`src/rtl/vga_stream_driver.sv`:
```
// vga_stream_driver: VGA / ADV7123 scan-out engine. Buffers pixels in a small
// sync FIFO with watermark refill requests, generates sync/DE/DAC controls with
// one cycle of output latency, and offers a built-in 8-bar colour pattern.
module vga_stream_driver #(
  parameter int   H_SYNC         = 96,
  parameter int   H_BP           = 48,
  parameter int   H_ACT          = 640,
  parameter int   H_FP           = 16,
  parameter int   V_SYNC         = 2,
  parameter int   V_BP           = 33,
  parameter int   V_ACT          = 480,
  parameter int   V_FP           = 10,
  parameter logic HS_POL         = 1'b0,
  parameter logic VS_POL         = 1'b0,
  parameter int   PIX_FMT        = 0,
  parameter int   FIFO_AW        = 4,
  parameter int   LO_WM          = 4,
  parameter int   HI_WM          = 12,
  parameter int   FLUSH_ON_FRAME = 1
) (
  input  logic        clk,
  input  logic        rst,
  input  logic [23:0] din,
  input  logic        din_vld,
  output logic        req,
  input  logic        pat_en,
  input  logic        err_clr,
  output logic        underflow,
  output logic        overflow,
  output logic        frame_start,
  output logic [7:0]  vga_r,
  output logic [7:0]  vga_g,
  output logic [7:0]  vga_b,
  output logic        vga_blank,
  output logic        vga_sync,
  output logic        vga_clk,
  output logic        hsync,
  output logic        vsync
);

  localparam int H_TOTAL = H_SYNC + H_BP + H_ACT + H_FP;
  localparam int V_TOTAL = V_SYNC + V_BP + V_ACT + V_FP;
  localparam int HW      = $clog2(H_TOTAL);
  localparam int VW      = $clog2(V_TOTAL);
  localparam int DEPTH   = 1 << FIFO_AW;
  localparam int BAR_W   = H_ACT / 8;
  localparam int BCW     = (BAR_W > 1) ? $clog2(BAR_W) : 1;

  localparam logic [HW-1:0]    H_LAST     = HW'(H_TOTAL - 1);
  localparam logic [HW-1:0]    H_SYNC_END = HW'(H_SYNC);
  localparam logic [HW-1:0]    H_ACT_BEG  = HW'(H_SYNC + H_BP);
  localparam logic [HW-1:0]    H_ACT_END  = HW'(H_SYNC + H_BP + H_ACT);
  localparam logic [VW-1:0]    V_LAST     = VW'(V_TOTAL - 1);
  localparam logic [VW-1:0]    V_SYNC_END = VW'(V_SYNC);
  localparam logic [VW-1:0]    V_ACT_BEG  = VW'(V_SYNC + V_BP);
  localparam logic [VW-1:0]    V_ACT_END  = VW'(V_SYNC + V_BP + V_ACT);
  localparam logic [FIFO_AW:0] FULL_LVL   = (FIFO_AW + 1)'(DEPTH);
  localparam logic [FIFO_AW:0] LO_LVL     = (FIFO_AW + 1)'(LO_WM);
  localparam logic [FIFO_AW:0] HI_LVL     = (FIFO_AW + 1)'(HI_WM);
  localparam logic [BCW-1:0]   BAR_LAST   = BCW'(BAR_W - 1);

  // Expand RGB565 to 8 bits per channel by replicating the MSBs.
  function automatic logic [23:0] map565(input logic [15:0] d);
    return {d[15:11], d[15:13], d[10:5], d[10:9], d[4:0], d[4:2]};
  endfunction

  // Colour of each test-pattern bar, left to right.
  function automatic logic [23:0] bar_colour(input logic [2:0] idx);
    logic [23:0] c;
    case (idx)
      3'd0:    c = 24'hFFFFFF;
      3'd1:    c = 24'hFFFF00;
      3'd2:    c = 24'h00FFFF;
      3'd3:    c = 24'h00FF00;
      3'd4:    c = 24'hFF00FF;
      3'd5:    c = 24'hFF0000;
      3'd6:    c = 24'h0000FF;
      default: c = 24'h000000;
    endcase
    return c;
  endfunction

  logic [HW-1:0]    cnt_h_q, cnt_h_d;
  logic [VW-1:0]    cnt_v_q, cnt_v_d;
  logic [FIFO_AW:0] wr_ptr_q, wr_ptr_d, rd_ptr_q, rd_ptr_d;
  logic [23:0]      mem_q [DEPTH];
  logic [23:0]      rgb_q, rgb_d;
  logic [2:0]       bar_q, bar_d;
  logic [BCW-1:0]   bar_cnt_q, bar_cnt_d;
  logic             hs_q, hs_d, vs_q, vs_d, de_q, de_d, fs_q, fs_d;
  logic             req_q, req_d, uf_q, uf_d, of_q, of_d, pat_mode_q, pat_mode_d;

  logic [FIFO_AW:0] usedw_s;
  logic [23:0]      pix_s, fmt_rgb_s;
  logic             active_s, fs_s, flush_s, full_s, empty_s, wr_s, rd_s;

  assign usedw_s   = wr_ptr_q - rd_ptr_q;
  assign full_s    = (usedw_s == FULL_LVL);
  assign empty_s   = (usedw_s == '0);
  assign fs_s      = (cnt_h_q == '0) && (cnt_v_q == '0);
  assign flush_s   = fs_s && (FLUSH_ON_FRAME != 0);
  assign active_s  = (cnt_h_q >= H_ACT_BEG) && (cnt_h_q < H_ACT_END) &&
                     (cnt_v_q >= V_ACT_BEG) && (cnt_v_q < V_ACT_END);
  // full is judged before any same-cycle read, so a read never makes room for a write.
  assign wr_s      = din_vld && !full_s && !flush_s;
  assign rd_s      = active_s && !empty_s && !pat_mode_q;
  assign pix_s     = mem_q[rd_ptr_q[FIFO_AW-1:0]];
  assign fmt_rgb_s = (PIX_FMT == 1) ? pix_s : map565(pix_s[15:0]);

  // Next-state for timing counters, FIFO pointers, flags, pattern and pixel outputs.
  always_comb begin
    cnt_h_d    = cnt_h_q;
    cnt_v_d    = cnt_v_q;
    wr_ptr_d   = wr_ptr_q;
    rd_ptr_d   = rd_ptr_q;
    bar_d      = bar_q;
    bar_cnt_d  = bar_cnt_q;
    rgb_d      = 24'h000000;
    req_d      = req_q;

    if (cnt_h_q == H_LAST) begin
      cnt_h_d = '0;
      if (cnt_v_q == V_LAST) begin
        cnt_v_d = '0;
      end else begin
        cnt_v_d = cnt_v_q + 1'b1;
      end
    end else begin
      cnt_h_d = cnt_h_q + 1'b1;
    end

    if (flush_s) begin
      wr_ptr_d = '0;
      rd_ptr_d = '0;
    end else begin
      wr_ptr_d = wr_ptr_q + {{FIFO_AW{1'b0}}, wr_s};
      rd_ptr_d = rd_ptr_q + {{FIFO_AW{1'b0}}, rd_s};
    end

    // Bars restart at every active line; the last bar absorbs any remainder.
    if (!active_s) begin
      bar_d     = 3'd0;
      bar_cnt_d = '0;
    end else if (bar_q == 3'd7) begin
      bar_d     = bar_q;
    end else if (bar_cnt_q == BAR_LAST) begin
      bar_cnt_d = '0;
      bar_d     = bar_q + 3'd1;
    end else begin
      bar_cnt_d = bar_cnt_q + 1'b1;
    end

    if (!active_s) begin
      rgb_d = 24'h000000;
    end else if (pat_mode_q) begin
      rgb_d = bar_colour(bar_q);
    end else if (empty_s) begin
      rgb_d = 24'h000000;
    end else begin
      rgb_d = fmt_rgb_s;
    end

    if (usedw_s <= LO_LVL) begin
      req_d = 1'b1;
    end else if (usedw_s >= HI_LVL) begin
      req_d = 1'b0;
    end else begin
      req_d = req_q;
    end

    hs_d       = (cnt_h_q < H_SYNC_END) ? HS_POL : ~HS_POL;
    vs_d       = (cnt_v_q < V_SYNC_END) ? VS_POL : ~VS_POL;
    de_d       = active_s;
    fs_d       = fs_s;
    pat_mode_d = fs_s ? pat_en : pat_mode_q;
    // A set in the same cycle as err_clr wins.
    uf_d       = (active_s && empty_s && !pat_mode_q) ? 1'b1 : (err_clr ? 1'b0 : uf_q);
    of_d       = (din_vld && full_s && !flush_s) ? 1'b1 : (err_clr ? 1'b0 : of_q);
  end

  // State register with synchronous reset; reset restarts the frame with an empty FIFO.
  always_ff @(posedge clk) begin
    if (rst) begin
      cnt_h_q    <= '0;
      cnt_v_q    <= '0;
      wr_ptr_q   <= '0;
      rd_ptr_q   <= '0;
      bar_q      <= 3'd0;
      bar_cnt_q  <= '0;
      rgb_q      <= 24'h000000;
      hs_q       <= ~HS_POL;
      vs_q       <= ~VS_POL;
      de_q       <= 1'b0;
      fs_q       <= 1'b0;
      req_q      <= 1'b0;
      uf_q       <= 1'b0;
      of_q       <= 1'b0;
      pat_mode_q <= 1'b0;
    end else begin
      cnt_h_q    <= cnt_h_d;
      cnt_v_q    <= cnt_v_d;
      wr_ptr_q   <= wr_ptr_d;
      rd_ptr_q   <= rd_ptr_d;
      bar_q      <= bar_d;
      bar_cnt_q  <= bar_cnt_d;
      rgb_q      <= rgb_d;
      hs_q       <= hs_d;
      vs_q       <= vs_d;
      de_q       <= de_d;
      fs_q       <= fs_d;
      req_q      <= req_d;
      uf_q       <= uf_d;
      of_q       <= of_d;
      pat_mode_q <= pat_mode_d;
    end
  end

  // FIFO storage array (no reset needed; validity is tracked by the pointers).
  always_ff @(posedge clk) begin
    if (wr_s) begin
      mem_q[wr_ptr_q[FIFO_AW-1:0]] <= din;
    end
  end

  assign req         = req_q;
  assign underflow   = uf_q;
  assign overflow    = of_q;
  assign frame_start = fs_q;
  assign vga_r       = rgb_q[23:16];
  assign vga_g       = rgb_q[15:8];
  assign vga_b       = rgb_q[7:0];
  assign vga_blank   = de_q;
  assign vga_sync    = 1'b0;
  assign vga_clk     = ~clk;
  assign hsync       = hs_q;
  assign vsync       = vs_q;

endmodule

```
`config.mk`:
```
export PLATFORM = sky130hd
export DESIGN_NAME = vga_stream_driver
export DESIGN_NICKNAME = d
export VERILOG_FILES = /design/src/rtl/vga_stream_driver.sv
export SDC_FILE = /design/constraint.sdc
export NUM_CORES = 1
export LEC_CHECK = 0
export ABC_AREA = 1
export CORE_MARGIN = 1
export CORE_UTILIZATION = 50
export CTS_CLUSTER_SIZE = 16
export DETAILED_ROUTE_END_ITERATION = 10
export PLACE_DENSITY = 0.71
export SLEW_MARGIN = 20
export SYNTH_ARGS = -nofsm -noshare
export SYNTH_HDL_FRONTEND = slang
export SYNTH_SLANG_ARGS = --single-unit
```
`constraint.sdc`:
```
create_clock -name clk -period 5.5 [get_ports clk]
set_input_delay 1.375 -clock clk [delete_from_list [all_inputs] [get_ports clk]]
set_output_delay 1.375 -clock clk [all_outputs]
set_load 0.005 [all_outputs]
```
==> results of run 1 <==
## where the power goes
part / internal, W / switching [W]
logic: 0.0000385 / 0.0000919
clock network: 0.00123 / 0.000863
registers: 0.00263 / 0.00000794
## final timing paths
| kind | startpoint | endpoint | slack (ns) | cells after the start |
|---|---|---|---|---|
| setup / recovery | clk | vga_clk | 0.31 | 5 |
| setup reg to reg | rd_ptr_q[0]$_SDFF_PP0_ | mem_q[15][4]$_DFFE_PP_ | 1.97 | 12 |
| hold / removal | cnt_h_q[0]$_SDFF_PP0_ | cnt_h_q[0]$_SDFF_PP0_ | 0.46 | 1 |
| hold reg to reg | cnt_h_q[0]$_SDFF_PP0_ | cnt_h_q[0]$_SDFF_PP0_ | 0.46 | 1 |
## per-stage QoR
step           instances  setup WS, ns
2_1_floorplan       1320          1.33
3_3_place_gp        1651         0.870
3_5_place_dp        1651         0.870
4_1_cts             1708         0.283
5_1_grt             1708         0.263
6_report            1708         0.306
## critical path: cells and delay by family
family	cells	cell delay, ns
buffers and inverters	5	1.06
## per-layer routing
| layer | vias to the layer above | share of wire [%] | global-route usage [%] |
|---|---|---|---|
| met5 | - | 0.043 | 0 |
| met4 | 2 | 1.8 | 6.08 |
| met3 | 39 | 4.6 | 2.64 |
| met2 | 204 | 51 | 36.8 |
| met1 | 4135 | 42 | 26.5 |
| li1 | 4469 | - | - |
## flip-flops by register name (all words and copies together) (netlist names)
signal and count:
rd_ptr_q 5, req 1, bar_q 3, hsync 1, cnt_v_q 10, underflow 1, cnt_h_q 10, wr_ptr_q 5
vsync 1, overflow 1, rgb_q 16, frame_start 1, bar_cnt_q 7, pat_mode_q 1, vga_blank 1, mem_q 256
## Yosys cell counts, drive strengths merged (2+ instances only)
library cell  instances
nor2                126
xor2                 12
inv                  67
or2                   2
nor3                 10
a21oi                37
dfxtp                64
ha                   19
o21a                  2
edfxtp              256
buf                  58
nand4                 5
nand3               173
nand2               458
xnor2                 5
clkbuf                4
o21ai                11
## final cells by class
class	instances	area, µm²
well taps	335	419
multi-input cells	870	4020
inverters	67	253
flip-flops and latches	320	8970
clock buffers	36	801
repair buffers	57	556
clock inverters	23	216
fillers	2200	11100
## kinds of logic (layout without fill, tap and decap cells)
group | count (synthesis) | after routing
adder cells (fa/ha/maj) | 20 | 20
XOR/XNOR | 17 | 17
AO/OA/AOI/OAI | 55 | 55
other | 1 | 1
flip-flops | 320 | 320
buffers and inverters | 130 | 183
AND/OR/NAND/NOR | 777 | 777
==> flow_metrics.env, run 1 <==
export IMPL_clock_insertion_delay_worst_skew_ns=0.56
export IMPL_die_h_um=167
export IMPL_dieArea_mm2=0.0278
export IMPL_crit_type="clk -> out"
export IMPL_cts_buffers=31
export IMPL_vias_per_cell=5.18
export IMPL_post_cts_buffers=0
export IMPL_async_reset_ff_share_pct=0
export IMPL_irDropWorstVdd_mv=0.142
export IMPL_grt_use_total_pct=20.7
export IMPL_synth_top_cell_area_share_pct=56.7
export IMPL_crit_path_top_delay_cell="clkdlybuf4s50_1"
export IMPL_setup_violations=0
export IMPL_syn_nets=1369
export IMPL_syn_to_final_growth_pct=12.3
export IMPL_dr_pass1_iters=5
export IMPL_first_iter_violations=750
export IMPL_seq_area_frac_synth_pct=66.1
export IMPL_syn_inst=1320
export IMPL_setup_worst_path_start_class="clock port"
export IMPL_layout_drive_gt1_share_pct=7.50
export IMPL_hold_viol_final=0
export IMPL_port_buffer_count=52
export IMPL_worstHoldPathType="reg -> reg"
export IMPL_powerDensity_mw_per_mm2=319
export IMPL_max_stage_delay_ns=0.48
export IMPL_h_tree_depth=1
export IMPL_antenna_found_initial=1
export IMPL_overflow=0
export IMPL_fin_worst_skew_ns=0.0169
export IMPL_placed_cell_area_mm2=0.0142
export IMPL_yosysTopAreaCell="edfxtp_1"
export IMPL_clock_path_buffers=3
export IMPL_tightestPinTransition_ns=1.09
export IMPL_grt_pass1_wl_um=45100
export IMPL_synth_xor_area_share_pct=1.10
export IMPL_syn_avg_cell_area_um2=10.3
export IMPL_ys_types=41
export IMPL_yosys_area_share_simple_pct=24.0
export IMPL_drt_total_wl_um=27800
export IMPL_synth_mux_area_share_pct=0
export IMPL_tns_ns=0
export IMPL_cts_root_buffer_cell="clkbuf_16"
export IMPL_initial_utilization_pct=51.5
export IMPL_synth_edf_count=256
export IMPL_fin_util_pct=57.8
export IMPL_synth_top_family_by_area="simple AND/OR/NAND/NOR gates"
export IMPL_hold_slack_ns=0.465
export IMPL_ys_warn_count=0
export IMPL_diodes=0
export IMPL_rsz0062_at_grt="no"
export IMPL_hpwlAfterDp_um=16600
export IMPL_layout_commonest_cell="nand2_1"
export IMPL_slew_violations=0
export IMPL_grt_start_max_net_pins=79
export IMPL_postRouteAntennaNets=0
export IMPL_place_congestion=0.827
export IMPL_rows=59
export IMPL_crit_arrival_ns=3.82
export IMPL_postLayoutCellArea_mm2=0.0152
export IMPL_slew_headroom_pct=27.2
export IMPL_die_x_um=167
export IMPL_synth_compound_area_share_pct=2.23
export IMPL_cp_common_cell="clkbuf_16"
export IMPL_critPathMaxFanout=14
export IMPL_postCtsHoldBufs=0
export IMPL_fp_coreArea_mm2=0.0264
export IMPL_synth_seq_cells=320
export IMPL_crit_chain="clkbuf_16 -> clkbuf_16 -> clkbuf_16 -> inv_1 -> clkdlybuf4s50_1"
export IMPL_cp_end_kind="primary output"
export IMPL_synthTopCellsByArea="edfxtp_1 57%, nand2_1 13%, dfxtp_1 9.4%"
export IMPL_p_leak_nw=5.68
export IMPL_cts_tree="done"
export IMPL_synthFlopType="edfxtp_1"
export IMPL_synth_area_mm2=0.0136
export IMPL_ioPinCount=62
export IMPL_status="complete, no violations"
export IMPL_final_cell_mix="456 x nand2_1, 256 x edfxtp_1, 167 x nand3_1"
export IMPL_ctsResizeCount=0
export IMPL_synth_fa_ha_area_share_pct=1.90
export IMPL_p_total_w=0.00486
export IMPL_vias=8849
export IMPL_wl_per_cell_um=16.3
export IMPL_drc=0
export IMPL_fin_nets=1398
export IMPL_clkTransAtPathRegs_ns=0.06
export IMPL_required_ns=4.12
export IMPL_grt_pass1_vias=8453
export IMPL_maxCapViolCount=0
No activity file was read; power rests on OpenSTA's default activity.
==> run 2, diff against run 1 <==
Settings changed: CAP_MARGIN set to 20.
==> run 2 against run 1 <==
  * Die area is the same
  * Clock skew barely moved
  * Clock power about the same
  * Non-clock buffer count up 1
  * Final area is essentially flat
  * Worst setup slack got worse by 0.0023 ns
  * Wire length is 0.38% higher
  * Combinational power hardly changed
  * Utilization barely moved
  * Via count rose by 0.21%
  * Critical endpoint unchanged
  * Largest cell class unchanged
==> flow_metrics.env, run 2 (synthesized netlist as in run 1, its figures left out) <==
export IMPL_status="complete, no violations"
export IMPL_hold_viol_final=0
export IMPL_layout_commonest_cell="nand2_1"
export IMPL_initial_utilization_pct=51.5
export IMPL_critPathCapture="vga_clk"
export IMPL_dieArea_mm2=0.0278
export IMPL_combinationalPowerShare_pct=2.7
export IMPL_maxCapViolCount=0
export IMPL_fin_worst_skew_ns=0.0171
export IMPL_tns_ns=0
export IMPL_seqPwrFrac_pct=54.3
export IMPL_pre_cts_slack_ns=0.870
export IMPL_wl_met2_um=14200
export IMPL_r2r_end="mem_q[14][10]$_DFFE_PP_"
export IMPL_grt_start_max_net_pins=79
export IMPL_hold_slack_ns=0.465
export IMPL_layout_drive_gt1_share_pct=7.57
export IMPL_pwr_share_clk_pct=43.0
export IMPL_ioPinCount=62
export IMPL_first_iter_violations=724
export IMPL_cts_root_buffer_cell="clkbuf_16"
export IMPL_ctsResizeCount=0
export IMPL_grt_use_total_pct=20.7
export IMPL_clock_path_buffers=3
export IMPL_cp_common_cell="clkbuf_16"
export IMPL_cp_end_kind="primary output"
export IMPL_ff2ff_setup_slack_ns=1.94
export IMPL_cp_depth=5
export IMPL_ff2ff_path_depth=12
export IMPL_diodes=0
export IMPL_worstHoldPathType="reg -> reg"
export IMPL_crit_start="clk"
export IMPL_vias=8868
export IMPL_rsz0062_at_grt="no"
export IMPL_crit_chain="clkbuf_16 -> clkbuf_16 -> clkbuf_16 -> inv_1 -> clkdlybuf4s50_1"
export IMPL_max_stage_delay_ns=0.48
export IMPL_place_congestion=0.827
export IMPL_die_h_um=167
export IMPL_postCtsHoldBufs=0
export IMPL_grt_pass1_wl_um=45100
export IMPL_syn_to_final_growth_pct=12.4
export IMPL_p_sw_share_pct=19.8
export IMPL_irDropWorstVdd_mv=0.141
export IMPL_top_layer_used="met5"
export IMPL_hpwlAfterDp_um=16600
export IMPL_crit_path_top_delay_cell="clkdlybuf4s50_1"
export IMPL_cts_buffers=31
export IMPL_p_switching_w=0.000964
export IMPL_cts_tree="done"
export IMPL_setup_violations=0
export IMPL_r2r_start="rd_ptr_q[0]$_SDFF_PP0_"
export IMPL_met3_length_um=1080
export IMPL_tightestPinTransition_ns=1.10
export IMPL_drc=0
export IMPL_vias_per_cell=5.19
export IMPL_layout_setup_ws_ns=0.303
export IMPL_post_cts_buffers=0
export IMPL_overflow=0
export IMPL_drt_met1_wl_um=12100
export IMPL_clock_insertion_delay_worst_skew_ns=0.56
export IMPL_grt_pass1_vias=8453
export IMPL_port_buffer_count=52
export IMPL_crit_type="clk -> out"
export IMPL_powerDensity_mw_per_mm2=319
export IMPL_slew_headroom_pct=26.6
export IMPL_slew_violations=0
export IMPL_drt_total_wl_um=27900
export IMPL_rows=59
export IMPL_critPathBufInv=5
export IMPL_fin_nets=1399
export IMPL_antenna_found_initial=1
export IMPL_h_tree_depth=1
export IMPL_dr_pass1_iters=5
export IMPL_fp_coreArea_mm2=0.0264
export IMPL_required_ns=4.12
export IMPL_crit_arrival_ns=3.82
export IMPL_final_cell_mix="456 x nand2_1, 256 x edfxtp_1, 167 x nand3_1"
export IMPL_clkTransAtPathRegs_ns=0.06
export IMPL_die_x_um=167
export IMPL_postRouteAntennaNets=0
export IMPL_largest_reg_flops=256
export IMPL_crit_family="buffers and inverters"
export IMPL_min_from="cnt_h_q[0]$_SDFF_PP0_"
export IMPL_critPathMaxFanout=14
export IMPL_internal_power_w=0.00390
export IMPL_p_leak_nw=5.69
export IMPL_setup_worst_path_start_class="clock port"
export IMPL_wl_per_cell_um=16.3
[run 2: changes by cell type in the layout (fill, tap and decap cells not counted), sizes merged]
cell  change
buf       +1
[run 2: worst min-delay path by stage]
stage,end,slack [ns],depth (start not counted)
after floorplan,cnt_h_q[0]$_SDFF_PP0_,0.43,1
after global routing,underflow$_SDFFE_PP0P_,0.50,2
after global placement,cnt_h_q[0]$_SDFF_PP0_,0.45,1
after detailed placement,underflow$_SDFFE_PP0P_,0.46,2
after CTS,underflow$_SDFFE_PP0P_,0.47,2
final,cnt_h_q[0]$_SDFF_PP0_,0.46,1
[run 2: area by class of cell]
| class | count | area [µm²] |
|---|---|---|
| fill | 2198 | 11100 |
| sequential | 320 | 8970 |
| multi-input combinational | 870 | 4020 |
| clock buffer | 36 | 801 |
| timing repair buffer | 58 | 567 |
| tap | 335 | 419 |
| inverter | 67 | 253 |
| clock inverter | 23 | 216 |
[run 2: through the flow]
step | utilization [%] | std cells | total power, W | area, µm²
after floorplan | - | 1320 | 0.00276 | 13600
after global placement | 54.0 | 1651 | 0.00283 | 14200
after detailed placement | 54.0 | 1651 | 0.00284 | 14200
after CTS | 57.8 | 1708 | 0.00489 | 15200
after global routing | 57.9 | 1709 | 0.00501 | 15300
final | 57.9 | 1709 | 0.00486 | 15300
[run 2: power groups by stage]
stage                     registers [W]  logic (W)  clock network, W
after floorplan                 0.00269  0.0000619        0.00000416
after global placement          0.00269   0.000127         0.0000178
after detailed placement        0.00269   0.000131         0.0000178
after CTS                       0.00264   0.000132           0.00212
after global routing            0.00264   0.000147           0.00222
final                           0.00264   0.000131           0.00209
[run 2: routing by layer]
| metal | vias up | GRT usage [%] |
|---|---|---|
| met4 | 2 | 6.08 |
| met5 | - | 0 |
| met3 | 44 | 2.64 |
| met2 | 164 | 36.8 |
| li1 | 4470 | - |
| met1 | 4188 | 26.5 |
